<file path="src/rtl/div_iter_pkg.sv">
// -----------------------------------------------------------------------------
// div_iter_pkg
// Shared CPU package for the iterative divider.
//   div_state_t : IDLE / BUSY / DONE controller states
//   DIV_WIDTH   : default operand/result width
//   cnt_width() : bits needed to hold an iteration count of 0..w
//   CNT_W       : counter width for the default width
// -----------------------------------------------------------------------------
package div_iter_pkg;

    typedef enum logic [1:0] {
        IDLE = 2'd0,
        BUSY = 2'd1,
        DONE = 2'd2
    } div_state_t;

    localparam int DIV_WIDTH = 32;

    function automatic int cnt_width(input int w);
        return $clog2(w + 1);
    endfunction

    localparam int CNT_W = cnt_width(DIV_WIDTH);

endpackage

</file>
<file path="src/rtl/div_sign_fix.sv">
// -----------------------------------------------------------------------------
// div_sign_fix
// Combinational conditional two's-complement negate. Used to take operand
// magnitudes (negate when the sign-extended operand is negative) and to apply
// the final sign to quotient and remainder.
//   W      : data width
//   value  : input word
//   negate : 1 = output is -value, 0 = output is value
//   result : conditionally negated word
// -----------------------------------------------------------------------------
module div_sign_fix #(
    parameter int W = 33
) (
    input  logic [W-1:0] value,
    input  logic         negate,
    output logic [W-1:0] result
);

    assign result = negate ? (~value + {{(W-1){1'b0}}, 1'b1}) : value;

endmodule

</file>
<file path="src/rtl/div_iter.sv">
// -----------------------------------------------------------------------------
// div_iter
// Iterative radix-2 restoring divider for MIPS DIV/DIVU in the execute stage.
// One quotient bit per cycle; quotient goes to LO, remainder to HI.
//   clk          : pipeline clock
//   rst          : synchronous active-high reset
//   start        : E stage holds a DIV/DIVU (level, held while E is stalled)
//   is_signed    : 1 = DIV, 0 = DIVU (sampled with start)
//   dividend     : rs value (sampled with start)
//   divisor      : rt value (sampled with start)
//   cancel       : M-stage exception flush, aborts any operation
//   div_stall    : E-stage divide stall towards the hazard unit
//   result_valid : one-cycle completion pulse
//   quotient     : LO result, held until the next completion
//   remainder    : HI result, held until the next completion
// Optional feature macro: DIV_EARLY_OUT_EN -- when defined, an operation whose
// dividend magnitude is below a non-zero divisor magnitude finishes in one
// stall cycle (quotient 0, remainder = dividend).
// -----------------------------------------------------------------------------
module div_iter
    import div_iter_pkg::*;
#(
    parameter int WIDTH = DIV_WIDTH
) (
    input  logic             clk,
    input  logic             rst,
    input  logic             start,
    input  logic             is_signed,
    input  logic [WIDTH-1:0] dividend,
    input  logic [WIDTH-1:0] divisor,
    input  logic             cancel,
    output logic             div_stall,
    output logic             result_valid,
    output logic [WIDTH-1:0] quotient,
    output logic [WIDTH-1:0] remainder
);

    localparam int CW = cnt_width(WIDTH);

    div_state_t       state_reg, state_next;
    logic [WIDTH:0]   rem_reg;
    logic [WIDTH-1:0] quo_reg;
    logic [WIDTH:0]   dsr_reg;
    logic [CW-1:0]    cnt_reg;
    logic             q_sign_reg, r_sign_reg;
    logic [WIDTH-1:0] q_hold_reg, r_hold_reg;

    logic             accept, step, early;

    // Operand magnitudes, one bit wider so |most-negative| is representable.
    logic [WIDTH:0] dvd_ext, dsr_ext, dvd_mag, dsr_mag;
    assign dvd_ext = {is_signed & dividend[WIDTH-1], dividend};
    assign dsr_ext = {is_signed & divisor[WIDTH-1], divisor};

    div_sign_fix #(.W(WIDTH + 1)) u_abs_dividend (
        .value  (dvd_ext),
        .negate (dvd_ext[WIDTH]),
        .result (dvd_mag)
    );

    div_sign_fix #(.W(WIDTH + 1)) u_abs_divisor (
        .value  (dsr_ext),
        .negate (dsr_ext[WIDTH]),
        .result (dsr_mag)
    );

`ifdef DIV_EARLY_OUT_EN
    assign early = (dvd_mag < dsr_mag) && (divisor != '0);
`else
    assign early = 1'b0;
`endif

    // One restoring step: shift in the next dividend bit, trial-subtract.
    logic [WIDTH:0]   shifted;
    logic [WIDTH+1:0] diff;
    logic             sub_ok;
    assign shifted = {rem_reg[WIDTH-1:0], quo_reg[WIDTH-1]};
    assign diff    = {1'b0, shifted} - {1'b0, dsr_reg};
    assign sub_ok  = ~diff[WIDTH+1];

    // Result sign fixup; the quotient is extended so that an all-ones
    // magnitude (divide by zero) negates as a magnitude, not as -1.
    logic [WIDTH:0] q_fix, r_fix;

    div_sign_fix #(.W(WIDTH + 1)) u_fix_quotient (
        .value  ({1'b0, quo_reg}),
        .negate (q_sign_reg),
        .result (q_fix)
    );

    div_sign_fix #(.W(WIDTH + 1)) u_fix_remainder (
        .value  (rem_reg),
        .negate (r_sign_reg),
        .result (r_fix)
    );

    // Bits that never matter: results wrap to WIDTH, and the top magnitude
    // bit only feeds the comparisons above.
    logic unused_bits;
    assign unused_bits = ^{q_fix[WIDTH], r_fix[WIDTH], dvd_mag[WIDTH], diff[WIDTH]};

    // ---------------------------------------------------------------- FSM
    always_ff @(posedge clk) begin
        if (rst) begin
            state_reg <= IDLE;
        end else begin
            state_reg <= state_next;
        end
    end

    always_comb begin
        state_next   = state_reg;
        accept       = 1'b0;
        step         = 1'b0;
        result_valid = 1'b0;
        if (cancel) begin
            state_next = IDLE;
        end else begin
            unique case (state_reg)
                IDLE: begin
                    if (start) begin
                        accept     = 1'b1;
                        state_next = early ? DONE : BUSY;
                    end
                end
                BUSY: begin
                    step = 1'b1;
                    if (cnt_reg == CW'(1)) begin
                        state_next = DONE;
                    end
                end
                DONE: begin
                    // start is still high for the same instruction; ignore it.
                    result_valid = 1'b1;
                    state_next   = IDLE;
                end
                default: state_next = IDLE;
            endcase
        end
    end

    assign div_stall = (((state_reg == IDLE) && start) || (state_reg == BUSY)) && !cancel;

    // ----------------------------------------------------------- datapath
    always_ff @(posedge clk) begin
        if (rst) begin
            rem_reg    <= '0;
            quo_reg    <= '0;
            dsr_reg    <= '0;
            cnt_reg    <= '0;
            q_sign_reg <= 1'b0;
            r_sign_reg <= 1'b0;
            q_hold_reg <= '0;
            r_hold_reg <= '0;
        end else begin
            if (accept) begin
                // Early out parks the dividend magnitude as the remainder
                // with a zero quotient; the shared fixup restores its sign.
                rem_reg    <= early ? dvd_mag : '0;
                quo_reg    <= early ? '0 : dvd_mag[WIDTH-1:0];
                dsr_reg    <= dsr_mag;
                cnt_reg    <= CW'(WIDTH);
                q_sign_reg <= is_signed & (dividend[WIDTH-1] ^ divisor[WIDTH-1]);
                r_sign_reg <= is_signed & dividend[WIDTH-1];
            end else if (step) begin
                rem_reg <= sub_ok ? diff[WIDTH:0] : shifted;
                quo_reg <= {quo_reg[WIDTH-2:0], sub_ok};
                cnt_reg <= cnt_reg - CW'(1);
            end
            if (result_valid) begin
                q_hold_reg <= q_fix[WIDTH-1:0];
                r_hold_reg <= r_fix[WIDTH-1:0];
            end
        end
    end

    assign quotient  = result_valid ? q_fix[WIDTH-1:0] : q_hold_reg;
    assign remainder = result_valid ? r_fix[WIDTH-1:0] : r_hold_reg;

endmodule

</file>
<file path="config.mk">
export PLATFORM = sky130hd
export DESIGN_NAME = div_iter
export DESIGN_NICKNAME = d
export VERILOG_FILES = /design/src/rtl/div_iter_pkg.sv /design/src/rtl/div_sign_fix.sv /design/src/rtl/div_iter.sv
export SDC_FILE = /design/constraint.sdc
export NUM_CORES = 1
export LEC_CHECK = 0
export ABC_AREA = 1
export BUFFER_PORTS_ARGS = -buffer_cell sky130_fd_sc_hd__buf_2
export CAP_MARGIN = 10
export CORE_ASPECT_RATIO = 0.5
export CORE_MARGIN = 2
export CORE_UTILIZATION = 35
export CTS_CLUSTER_SIZE = 20
export DETAILED_ROUTE_END_ITERATION = 10
export HOLD_SLACK_MARGIN = 0.06
export PLACE_DENSITY_LB_ADDON = 0.15
export SKIP_LAST_GASP = 1
export SYNTH_ARGS = -nofsm -noshare
export SYNTH_HDL_FRONTEND = slang
export SYNTH_HIERARCHICAL = 1
export SYNTH_SLANG_ARGS = --single-unit
</file>
<file path="constraint.sdc">
create_clock -name clk -period 2 [get_ports clk]
set_input_delay 0.4 -clock clk [delete_from_list [all_inputs] [get_ports clk]]
set_output_delay 0.4 -clock clk [all_outputs]
set_load 0.02 [all_outputs]
</file>
# Yosys cells after proc, flatten, opt, wreduce, memory -nomap -nowiden
# Cells that the tools add are included.
# word_totals
reg_bits,171
inputBits,69
out_inout_bits,66
# op_classes
add_sub_neg,6
eq_ne,5
n_mux,21
bitwise_logic,9
reduce_logical,9
# ops
cell,count
$mux 32,8
$add 32x1->32 const B,3
$not 32->32,3
$sub 33x33->34,1
$add 33x1->33 const B,1
$mux 33,1
$not 33->33,1
$mux 6,2
$mux 1,7
$eq 6x1->1 const B,1
$sub 6x1->6 const B,1
$mux 2,2
$ne 2x2->1 const B,2
$pmux 2 s2,1
$reduce_or 2->1,2
$and 1x1->1,3
$eq 2x1->1 const B,1
$eq 2x2->1 const B,1
$logic_and 1x1->1,2
$logic_not 2->1,1
$reduce_and 2->1,1
$reduce_bool 2->1,1
$logic_not 1->1,1
$logic_or 1x1->1,1
2 further kinds,2

# Depth between registers and ports, before layout
# logic_depth
word_depth,5
depth_mapped,17
ltp_nobuf,16

# Cells and area by module
# The synthesis kept the hierarchy.
# by_module_without_submodules
mod,n_inst,cells_each,area_per_inst_um2,seq_area_each_um2
div_iter,1,1563,10194.8,3443.3
div_sign_fix,4,234,1112.3,0.0

# Worst setup path before layout
# Ideal clock, no wire load.
# synth_timing
path_kind,input -> output
start,in cancel
end,out quotient[0]
arrival_ns,1.589
t_required_ns,1.600
path_slack_ns,0.011
stages,6
cell_sequence,nor3_1 > buf_2 > clkbuf_1 > or2_2 > inv_1 > a21oi_1
# synth_via
elab_chain_len,2
# synth_rtl
element,line_no,text
"start, declared",div_iter.sv:31,"input logic cancel,"
$mux 1,div_iter.sv:116,if (cancel) begin
$mux 32,--,
"end, declared",div_iter.sv:34,"output logic [WIDTH-1:0] quotient,"
# Every way passes these cells.

# Worst setup path in the final report
# layout_timing
start,reg rem_reg[0]
end,out remainder[28]
# layout_via
elab_chain_len,4
# layout_rtl
element,line_no,text
"start, declared",div_iter.sv:41,logic [WIDTH:0] rem_reg;
"start signal, assigned",div_iter.sv:159,rem_reg <= early ? dvd_mag : '0;
"start signal, assigned",div_iter.sv:166,rem_reg <= sub_ok ? diff[WIDTH:0] : shifted;
$not 32->32,div_sign_fix.sv:19,"assign result = negate ? (~value + {{(W-1){1'b0}}, 1'b1}) : value;"
$add 32x1->32,div_sign_fix.sv:19,
$mux 32,div_sign_fix.sv:19,
net r_fix[28],div_iter.sv:83,"logic [WIDTH:0] q_fix, r_fix;"
$mux 32,--,
"end, declared",div_iter.sv:35,output logic [WIDTH-1:0] remainder
# The timed path passes the listed nets, and every way through them passes these cells.

==> impl_metrics.csv <==
group,metric,value,unit
timing,slew_viol_final,0,
global_route,grt-ovfl-total,0,
finish,finish.utilization,54.7,%
power,clockPowerShare,34.7,%
timing,max_slew.worst_pin.slew,0.506,ns
finish,area_growth,53.8,%
drt,num_vias,16500,
placed_design,portBuffers,134,
global_route,antenna_found_initial,0,
synth,yosys_warnings,6,
setup_path,crit_path_end_kind,"output port",
power,power_density,443,nW/um^2
global_route,grt_pass1_wl,78100,um
global_route,grt_max_degree,101,
drt,wl,50100,um
power,p_int,6440,uW
synth,syn-num-nets,2559,
setup_path,crit_type,"reg2out",
drt,wl_per_cell,14.3,um
synth,synth_cells,2450,
finish,fillers,3937,
finish,fin_nets,3062,
drt,vias_per_cell,4.71,
synth,syn_area,14400,um^2
power,ir_drop,0.000577,V
timing,final.setup_skew,0.0113,ns
timing,max-slew-margin-rel,66.3,%
die,num_rows,52,
timing,finalCriticalPeriod,2.46,ns
status,violations,"negative setup slack",
power,pwr-share-comb,29.1,%
cts,cts.sinks,171,
timing,worst_slack,-0.455,ns
drt,drtIter0Drc,758,
timing,tns,-27.57,ns
power,p_sw,3380,uW
timing,rsz0062_at_grt,"true",
timing,setup_violations,98,
min_path,hold_path_class,"in2reg",
die,coreArea,40500,um^2
timing,post-route-period-util,123,%
global_route,grt_pass1_vias,15400,
die,die_w,291,um
setup_path,crit_fanout,4,
timing,fmax,407,MHz
drt,detail-route-antenna-nets,0,
drt,drc,0,
power,seqPwrFrac,36.1,%
power,p_sw_share,34.4,%
cts,cts_tree,"done",
synth,avgSynthCellArea,5.89,um^2
global_route,grt_usage,22.5,%
die,ios,135,
cts,root_buffer,"clkbuf_16",
die,initial_core_util,35.6,%
cts,cts_buffers,17,
placed_design,dp_hpwl,37300,um
finish,insertedDiodeCount,0,
timing,hold_viol,0,
setup_path,worst_ep_arrival_time,2.06,ns
flow_run,cap_violations,0,
setup_path,cp.required,1.60,ns
finish,final_layout_size_suffix_gt1_share,41.4,%
setup_path,start_kind,"register",
cts,clk_latency,0.45,ns
drt,drt_pass1_iterations,5,
power,p_leak,0.0107,uW
cts,cts_htree_levels,4,
placed_design,gp_congestion,0.934,
cts,cts.reportedPaths.clkPinSlew,0.08,ns
die,die_h,148,um
cts,ctsLongestPathBuffers,2,
status,run_status,"finished with violations",
finish,largest_register_ffs,33,
die,die-area,42900,um^2
## placed cells by master, fill, tap and decap left out, types with 19 or more instances in the layout
cell / instances
clkbuf_16: 19
nand3_2: 42
nor2_2: 56
a31oi_1: 31
buf_2: 67
buf_12: 23
a21oi_2: 79
dfxtp_1: 121
inv_2: 66
buf_4: 400
nand2_4: 21
buf_6: 60
ha_4: 19
nor2_1: 155
ha_1: 20
a21oi_1: 70
nor2_4: 68
o21ai_0: 52
a211oi_1: 63
nand2_2: 109
nand3_1: 88
or2_2: 56
nand3b_1: 35
dfxtp_2: 27
inv_1: 311
dfxtp_4: 23
xor2_1: 26
nand2_1: 684
xnor2_1: 35
## final timing paths
path         slack, ns                       end                      from  depth (start not counted)
max reg2reg      -0.24  rem_reg[10]$_SDFFE_PP0P_   rem_reg[1]$_SDFFE_PP0P_                         18
min               0.25   dsr_reg[0]$_SDFFE_PP0P_                divisor[0]                          3
min reg2reg       0.47  dsr_reg[15]$_SDFFE_PP0P_  dsr_reg[15]$_SDFFE_PP0P_                          2
max              -0.46             remainder[28]   rem_reg[0]$_SDFFE_PP0P_                         11
## area by class of cell
type	instances	area [um^2]	share of cell area (%)
inverter	382	1450	6.52
multi-input combinational	1808	10900	49.3
timing repair buffer	573	5000	22.5
clock buffer	17	425	1.92
tap	540	676	3.05
sequential	171	3540	16.0
clock inverter	15	160	0.722
## stage by stage
step                instances  total power, uW  hold slack, ns  area [um^2]  setup WS [ns]
global route             3506            10300           0.252        22200         -0.588
CTS                      3481             9610           0.217        21000         -0.447
finish                   3506             9820           0.246        22200         -0.455
global placement         3361             6000           0.450        18000         -0.239
floorplan                2450             5030           0.433        14400         0.0110
detailed placement       3361             6010           0.457        18000         -0.241
## routing by layer
metal	up-vias	track usage (%)	part of all wire, %
li1	8660	-	-
met1	7579	29.7	47
met2	235	39.1	49
met3	55	2.86	2.5
met4	0	5.70	1.8
met5	-	0	0
## what timing repair did
item                                    4_1_cts  5_1_grt
resized for setup                           453      286
hold buffers                                  0        0
pin swaps                                   117      174
cloned                                       13        3
setup buffers                                75       39
endpoints found under the setup margin       99      101
## power groups by stage
stage | sequential [uW] | combinational (uW) | clock (uW)
final | 3550 | 2860 | 3410
after global routing | 3560 | 3150 | 3620
after CTS | 3550 | 2580 | 3480
after detailed placement | 3640 | 2380 | 0
after global placement | 3630 | 2370 | 0
after floorplan | 3630 | 1400 | 0
## worst max-delay path, cell delays in order, from the launching register on
cell and delay (ns):
dfxtp_2 0.33, inv_2 0.07, ha_4 0.16, nand3_4 0.09
nor2_4 0.19, nor2_2 0.08, nor2_4 0.18, nand3_2 0.09
nand2_2 0.09, inv_2 0.05, a21oi_2 0.11, buf_4 0.15
No activity file was read; power rests on OpenSTA's default activity.
